--- config.mk ---
export PLATFORM = sky130hd
export DESIGN_NAME = nibble_add_sequencer
export DESIGN_NICKNAME = d
export VERILOG_FILES = /design/src/rtl/nibble_add_sequencer.sv
export SDC_FILE = /design/constraint.sdc
export NUM_CORES = 1
export LEC_CHECK = 0
export CAP_MARGIN = 25
export CORE_UTILIZATION = 54
export DETAILED_ROUTE_END_ITERATION = 8
export PLACE_DENSITY_LB_ADDON = 0.3
export SKIP_CTS_REPAIR_TIMING = 1
export SLEW_MARGIN = 20
export SYNTH_ARGS = -nofsm -noshare
export SYNTH_HDL_FRONTEND = slang
export SYNTH_SLANG_ARGS = --single-unit
--- constraint.sdc ---
create_clock -name clk -period 5.2 [get_ports clk]
set_input_delay 0.78 -clock clk [delete_from_list [all_inputs] [get_ports clk]]
set_output_delay 0.78 -clock clk [all_outputs]
set_load 0.02 [all_outputs]
--- src/rtl/nibble_add_sequencer.sv ---
// rtl/nibble_add_sequencer.sv - nibble-serial add/subtract sequencer driving a shared external 4-bit adder
module nibble_add_sequencer #(
    parameter int NIBBLES = 4,
    parameter int SETTLE  = 2
) (
    input  logic                   clk,
    input  logic                   rst,
    input  logic                   start_valid,
    output logic                   start_ready,
    input  logic [4*NIBBLES-1:0]   a,
    input  logic [4*NIBBLES-1:0]   b,
    input  logic                   cin_in,
    input  logic                   sub,
    output logic [3:0]             add_x,
    output logic [3:0]             add_y,
    output logic                   add_cin,
    input  logic [3:0]             add_sum,
    input  logic                   add_cout,
    output logic                   res_valid,
    input  logic                   res_ready,
    output logic [4*NIBBLES-1:0]   result,
    output logic                   res_cout,
    output logic                   res_ovf
);

    localparam int W  = 4 * NIBBLES;
    localparam int IW = (NIBBLES > 1) ? $clog2(NIBBLES) : 1;
    localparam int CW = (SETTLE > 1) ? $clog2(SETTLE) : 1;

    typedef enum logic [1:0] {IDLE, STEP, DONE} state_t;

    state_t          state;
    logic [W-1:0]    a_r;
    logic [W-1:0]    b_r;
    logic            carry;
    logic [IW-1:0]   idx;
    logic [CW-1:0]   cnt;

    logic [W-1:0]    b_in;
    logic            c_in;
    logic [IW-1:0]   nxt_idx;
    logic [3:0]      a_nxt;
    logic [3:0]      b_nxt;
    logic            last_nib;
    logic            settled;

    // Operand conditioning at accept time and selection of the next nibble to present
    always_comb begin
        b_in     = sub ? ~b : b;
        c_in     = sub ? 1'b1 : cin_in;
        nxt_idx  = idx + 1'b1;
        last_nib = (idx == IW'(NIBBLES - 1));
        settled  = (cnt == CW'(SETTLE - 1));
        a_nxt    = '0;
        b_nxt    = '0;
        for (int k = 0; k < NIBBLES; k++) begin
            if (nxt_idx == IW'(k)) begin
                a_nxt = a_r[4*k +: 4];
                b_nxt = b_r[4*k +: 4];
            end
        end
    end

    // Control FSM; adder inputs are registered so they stay stable across the whole settle window
    always_ff @(posedge clk) begin
        if (rst) begin
            state       <= IDLE;
            start_ready <= 1'b1;
            res_valid   <= 1'b0;
            result      <= '0;
            res_cout    <= 1'b0;
            res_ovf     <= 1'b0;
            add_x       <= '0;
            add_y       <= '0;
            add_cin     <= 1'b0;
            a_r         <= '0;
            b_r         <= '0;
            carry       <= 1'b0;
            idx         <= '0;
            cnt         <= '0;
        end else begin
            case (state)
                IDLE: begin
                    if (start_valid && start_ready) begin
                        a_r         <= a;
                        b_r         <= b_in;
                        carry       <= c_in;
                        result      <= '0;
                        idx         <= '0;
                        cnt         <= '0;
                        // Nibble 0 is presented from the accept edge onward
                        add_x       <= a[3:0];
                        add_y       <= b_in[3:0];
                        add_cin     <= c_in;
                        start_ready <= 1'b0;
                        state       <= STEP;
                    end
                end
                STEP: begin
                    if (settled) begin
                        cnt   <= '0;
                        carry <= add_cout;
                        for (int k = 0; k < NIBBLES; k++) begin
                            if (idx == IW'(k)) begin
                                result[4*k +: 4] <= add_sum;
                            end
                        end
                        if (last_nib) begin
                            res_cout  <= add_cout;
                            res_ovf   <= (a_r[W-1] == b_r[W-1]) && (add_sum[3] != a_r[W-1]);
                            res_valid <= 1'b1;
                            state     <= DONE;
                        end else begin
                            idx     <= nxt_idx;
                            add_x   <= a_nxt;
                            add_y   <= b_nxt;
                            add_cin <= add_cout;
                        end
                    end else begin
                        cnt <= cnt + 1'b1;
                    end
                end
                DONE: begin
                    if (res_ready) begin
                        res_valid   <= 1'b0;
                        add_x       <= '0;
                        add_y       <= '0;
                        add_cin     <= 1'b0;
                        idx         <= '0;
                        start_ready <= 1'b1;
                        state       <= IDLE;
                    end
                end
                default: begin
                    state       <= IDLE;
                    start_ready <= 1'b1;
                    res_valid   <= 1'b0;
                end
            endcase
        end
    end

endmodule

; Word level (Yosys, flattened, before mapping)
; Cells that the tools add are included.
[op_classes]
n_bitwise = 3
n_eq_ne = 18
addsub = 2
n_reduce_logical = 18
muxes = 48
[ops]
columns = cell, count
row1 = two-way mux 4 bit, 19
row2 = two-way mux 16 bit, 3
row3 = one-hot mux 16 bit (2 select lines), 1
row4 = one-hot mux 4 bit (3 select lines), 2
row5 = AND reduction 4 bit, 6
row6 = != test 2 bit (second input constant), 8
row7 = inverter 16 bit, 1
row8 = two-way mux 2 bit, 7
row9 = one-hot mux 2 bit (3 select lines), 2
row10 = == test 2 bit (second input constant), 5
row11 = two-way mux 1 bit, 10
row12 = one-hot mux 1 bit (3 select lines), 3
row13 = == test 2 x 1 -> 1 bit (second input constant), 3
row14 = logical NOT 2 bit, 3
row15 = AND reduction 3 bit, 2
row16 = AND reduction 5 bit, 1
row17 = AND reduction 2 bit, 2
row18 = nonzero test 3 bit, 1
row19 = adder 2 x 1 -> 2 bit (second input constant), 1
row20 = logical AND 1 bit, 2
row21 = inverter 1 bit, 2
row22 = one-hot mux 1 bit (2 select lines), 1
row23 = nonzero test 2 bit, 1
row24 = adder 1 bit (second input constant), 1
row25 = other kinds (2), 2
[word_totals]
out_inout_bits = 29
in_bits = 43
word_cells = 105
reg_bits = 66

; Depth between registers and ports, before layout
[depth]
ltp_word = 9
ltp_mapped = 8
ltp_nobuf = 6

; Worst setup path after synthesis
; Ideal clock, no wire load.
[synth_path]
kind = input -> register
startpoint = input res_ready
endpoint = register idx[1]
path_buffers = 2
required_time_ns = 5.133
slack_ns = 3.307
setup_ns = 0.067
cell_stages = 6
arrival_time_ns = 1.826
path_cell_list = nor2b_1 buf_2 a2111oi_4 buf_6 nand3_2 a21oi_2
[synth_via]
elab_chain_len = 2
[synth_lines]
columns = item, line_no
row1 = start: declaration, 20  ; input logic res_ready,
row2 = != test 2 bit (no line), -
row3 = AND reduction 5 bit (no line), -
row4 = end signal: assignment, 114  ; idx <= nxt_idx;
row5 = end: declaration, 36  ; logic [IW-1:0] idx;
; Every way passes these cells.
; A chain may end at the register's enable or synchronous reset.

; Worst setup path after layout
[layout_path]
startpoint = register state[1]
endpoint = register result[4]
[layout_via]
elab_chain_len = 3
elab_cells_between_ends = 8
cone_classes = eq/ne: 4 / mux: 1 / reduce/logical: 3
[layout_lines]
columns = item, line_no
row1 = start: declaration, 32  ; state_t state;
row2 = start signal: assignment, 67  ; state <= IDLE;
row3 = start signal: assignment, 96  ; state <= STEP;
row4 = start signal: assignment, 112  ; state <= DONE;
row5 = == test 2 x 1 -> 1 bit or logical NOT 2 bit (tied branches), 82  ; case (state)
row6 = != test 2 bit (no line) or nonzero test 2 bit (tied branches), -
row7 = AND reduction 4 bit (no line), -
row8 = end signal: indexed assignment, 105  ; result[4*k +: 4] <= add_sum;
row9 = end: declaration, 21  ; output logic [4*NIBBLES-1:0] result,
; Parallel ways exist; a longest one is shown, timed or not.

==> metrics.cfg <==
[layout]
num_antenna_cells=0
final_util_pct=73.0
fillers=456
drive_above_1_share_pct=7.00
fin_nets=493
area_delta_synth_final_pct=28.7
fin_cells=515

[worst_hold_path]
hold_path.class=flop to flop

[pwr]
p_leak_nw=1.49
peakVddDrop_mv=0.257
power.density_nw_per_um2=446

[synth]
synth_top_family_by_area=compound AO/OA/AOI/OAI gates
synth_seq_cells=66
yosys.area_share.xor_xnor_pct=4.43
synthCells=381
ys_warn_count=0
seq_area_frac_synth_pct=41.8
synth_cell_types=35
synth_simple_gate_area_share_pct=17.2
synth_top_area_cell=dfxtp_1
synth_area_per_cell_um2=8.30
yosys-top-cells-area=dfxtp_1, a21oi_1, nand2_1
syn-cell-area_um2=3160
synth.area.mux_share_pct=5.70
synth_top_area_share_pct=41.8
synth_compound_area_share_pct=20.3
syn_nets=436
synthAdderAreaFrac_pct=4.75

[clock_network]
htreeDepth=3
clock_latency_ns=0.34
clkSinkCount=66
path_clk_slew_ns=0.07
cts_root_buffer=clkbuf_8
cts_tree=yes
clk_path_buf_depth=2
cts_made_buffers=9

[sta]
slew_viol_final=0
setup_tns_ns=0
holdWs_ns=0.456
rsz0062_at_grt=no
fin_crit_ns=2.54
setup_violations=0
finClkSkew_ns=0.00795
slew_headroom_pct=33.5
min_period_over_period_pct=48.9
hold_viol=0
worstMarginPinSlew_ns=0.998
fmax_mhz=394

[detailed_routing]
routed_wl_mm=7.59
routedWlPerCell_um=14.7
viasPerCell=5.59
drt_iter0_drc=228
via_count=2877
ant_nets=0
drc=0
dr.pass1.iters=5

[placed_design]
dpl.cell_count=498
io_buffers=71
place.gp.congestion=0.772
hpwl_mm=4.98

[flow_run]
drv_cap=0

[die]
ios=72
dieArea_um2=6170
initial_utilization_pct=56.7
row_count=27
chipHeight_um=78.5
core_area_um2=5570
die_w_um=78.5

[global_route]
grt_start_max_net_pins=41
grt_antenna_before_repair=0
grt_pass1_vias=2683
grt_pass1_wl_mm=12.4
grt_use_total_pct=26.0
overflow=0

[critical_path]
cp-end-kind=flop
critPathMaxStageDelay_ns=0.82
cp_slowest_cell=ha_1
crit_chain=inv_1 -> ha_1 -> nand2b_1 -> a22oi_2 -> mux2i_1 -> nor2_1
arrival_ns=2.75
critPathLaunchType=flop
required_ns=5.41
crit_type=flop to flop
crit_family=adder cells
critPathBufInv=1
crit_fanout=24

[outcome]
outcome=finished, final reports clean

-- power by group --
group	switching, W	total [W]	internal [W]
registers	0.0000668	0.000673	0.000606
clock network	0.000193	0.000438	0.000245
logic	0.000403	0.000705	0.000302
total	0.000663	0.00182	0.00115
-- cells in the final DEF, fill, tap and decap left out, types with 2 or more instances in the layout --
master,netlist,layout
o21ai_0,9,9
ha_1,12,12
a211oi_1,25,25
mux2i_1,18,18
and2_1,4,4
nor3_1,5,5
dfxtp_1,66,66
a31oi_1,2,2
clkdlybuf4s50_1,0,70
nand2_1,54,54
xor2_1,4,4
clkbuf_8,0,11
a21oi_2,2,2
inv_1,13,13
nand3_1,6,6
nor2_1,52,52
a21oi_1,47,47
clkinv_2,0,3
buf_4,0,2
a22oi_2,3,3
o22ai_1,4,4
xnor2_1,12,12
-- stage by stage --
stage          total power, W  cell area [um^2]  worst slack, ns
2_1_floorplan         0.00116              3160             3.31
3_3_place_gp          0.00135              3840             2.43
3_5_place_dp          0.00137              3860             2.35
4_1_cts               0.00181              4060             2.67
5_1_grt               0.00192              4070             2.48
6_report              0.00182              4070             2.66
-- state kept, by name (all words and copies together) (netlist names), 2 cells and up --
name	flops
b_r	16
result	16
a_r	16
add_y	4
state	2
add_x	4
idx	2
-- worst paths after layout --
kind                            startpoint        end  slack [ns]  cells past startpoint
worst max-delay path              state[1]  result[4]        2.66                      6
worst min-delay path                a_r[9]     a_r[9]        0.46                      2
worst max register to register    state[1]  result[4]        2.66                      6
worst min register to register      a_r[9]     a_r[9]        0.46                      2
-- cells in the mapped netlist, drive strengths merged --
master   number
dfxtp        66
clkbuf       21
nand3         7
nor3          5
a31oi         2
nor2         52
o22ai         4
and2          4
a22oi         3
xnor2        12
o21a          1
inv          13
nor2b         1
o21ai         9
a2111o        1
ha           12
a21boi        2
buf           8
a211oi       25
nor3b         1
a21oi        49
xor2          4
o311ai        1
and3          2
mux2i        18
nand3b        1
nand2b        2
a2111oi       1
nand2        54
-- layer usage --
layer	wire length [um]	GRT usage (%)	share of wire (%)
met5	0	0	0
met4	97	10.4	1.3
met3	501	5.81	6.6
met2	3690	42.0	49
met1	3300	33.3	44
-- tightest hold or removal path, delay by kind of cell, from the launching register on --
family	cells	cell delay [ns]
AO/OA/AOI/OAI	1	0.05
flip-flops	1	0.31
AND/OR/NAND/NOR	1	0.05
-- kinds of logic (layout without fill, tap and decap cells) --
| group | count (synthesis) | count (layout) |
|---|---|---|
| muxes | 18 | 18 |
| buffers and inverters | 42 | 104 |
| and+or+nand+nor | 129 | 129 |
| xor gates and xnor gates | 16 | 16 |
| DFF | 66 | 66 |
| AOI/OAI and AO/OA | 98 | 98 |
| adders and majority gates | 12 | 12 |
-- cell type report --
type                       instances  area, um^2  area share (%)
tap                               72        90.1            2.21
clock buffer                      11         151            3.72
inverter                          13        48.8            1.20
sequential                        66        1320            32.5
clock inverter                     5        52.6            1.29
timing repair buffer              75         752            18.5
multi-input combinational        273        1660            40.7
Note: power is estimated with default switching activity, not from simulation.
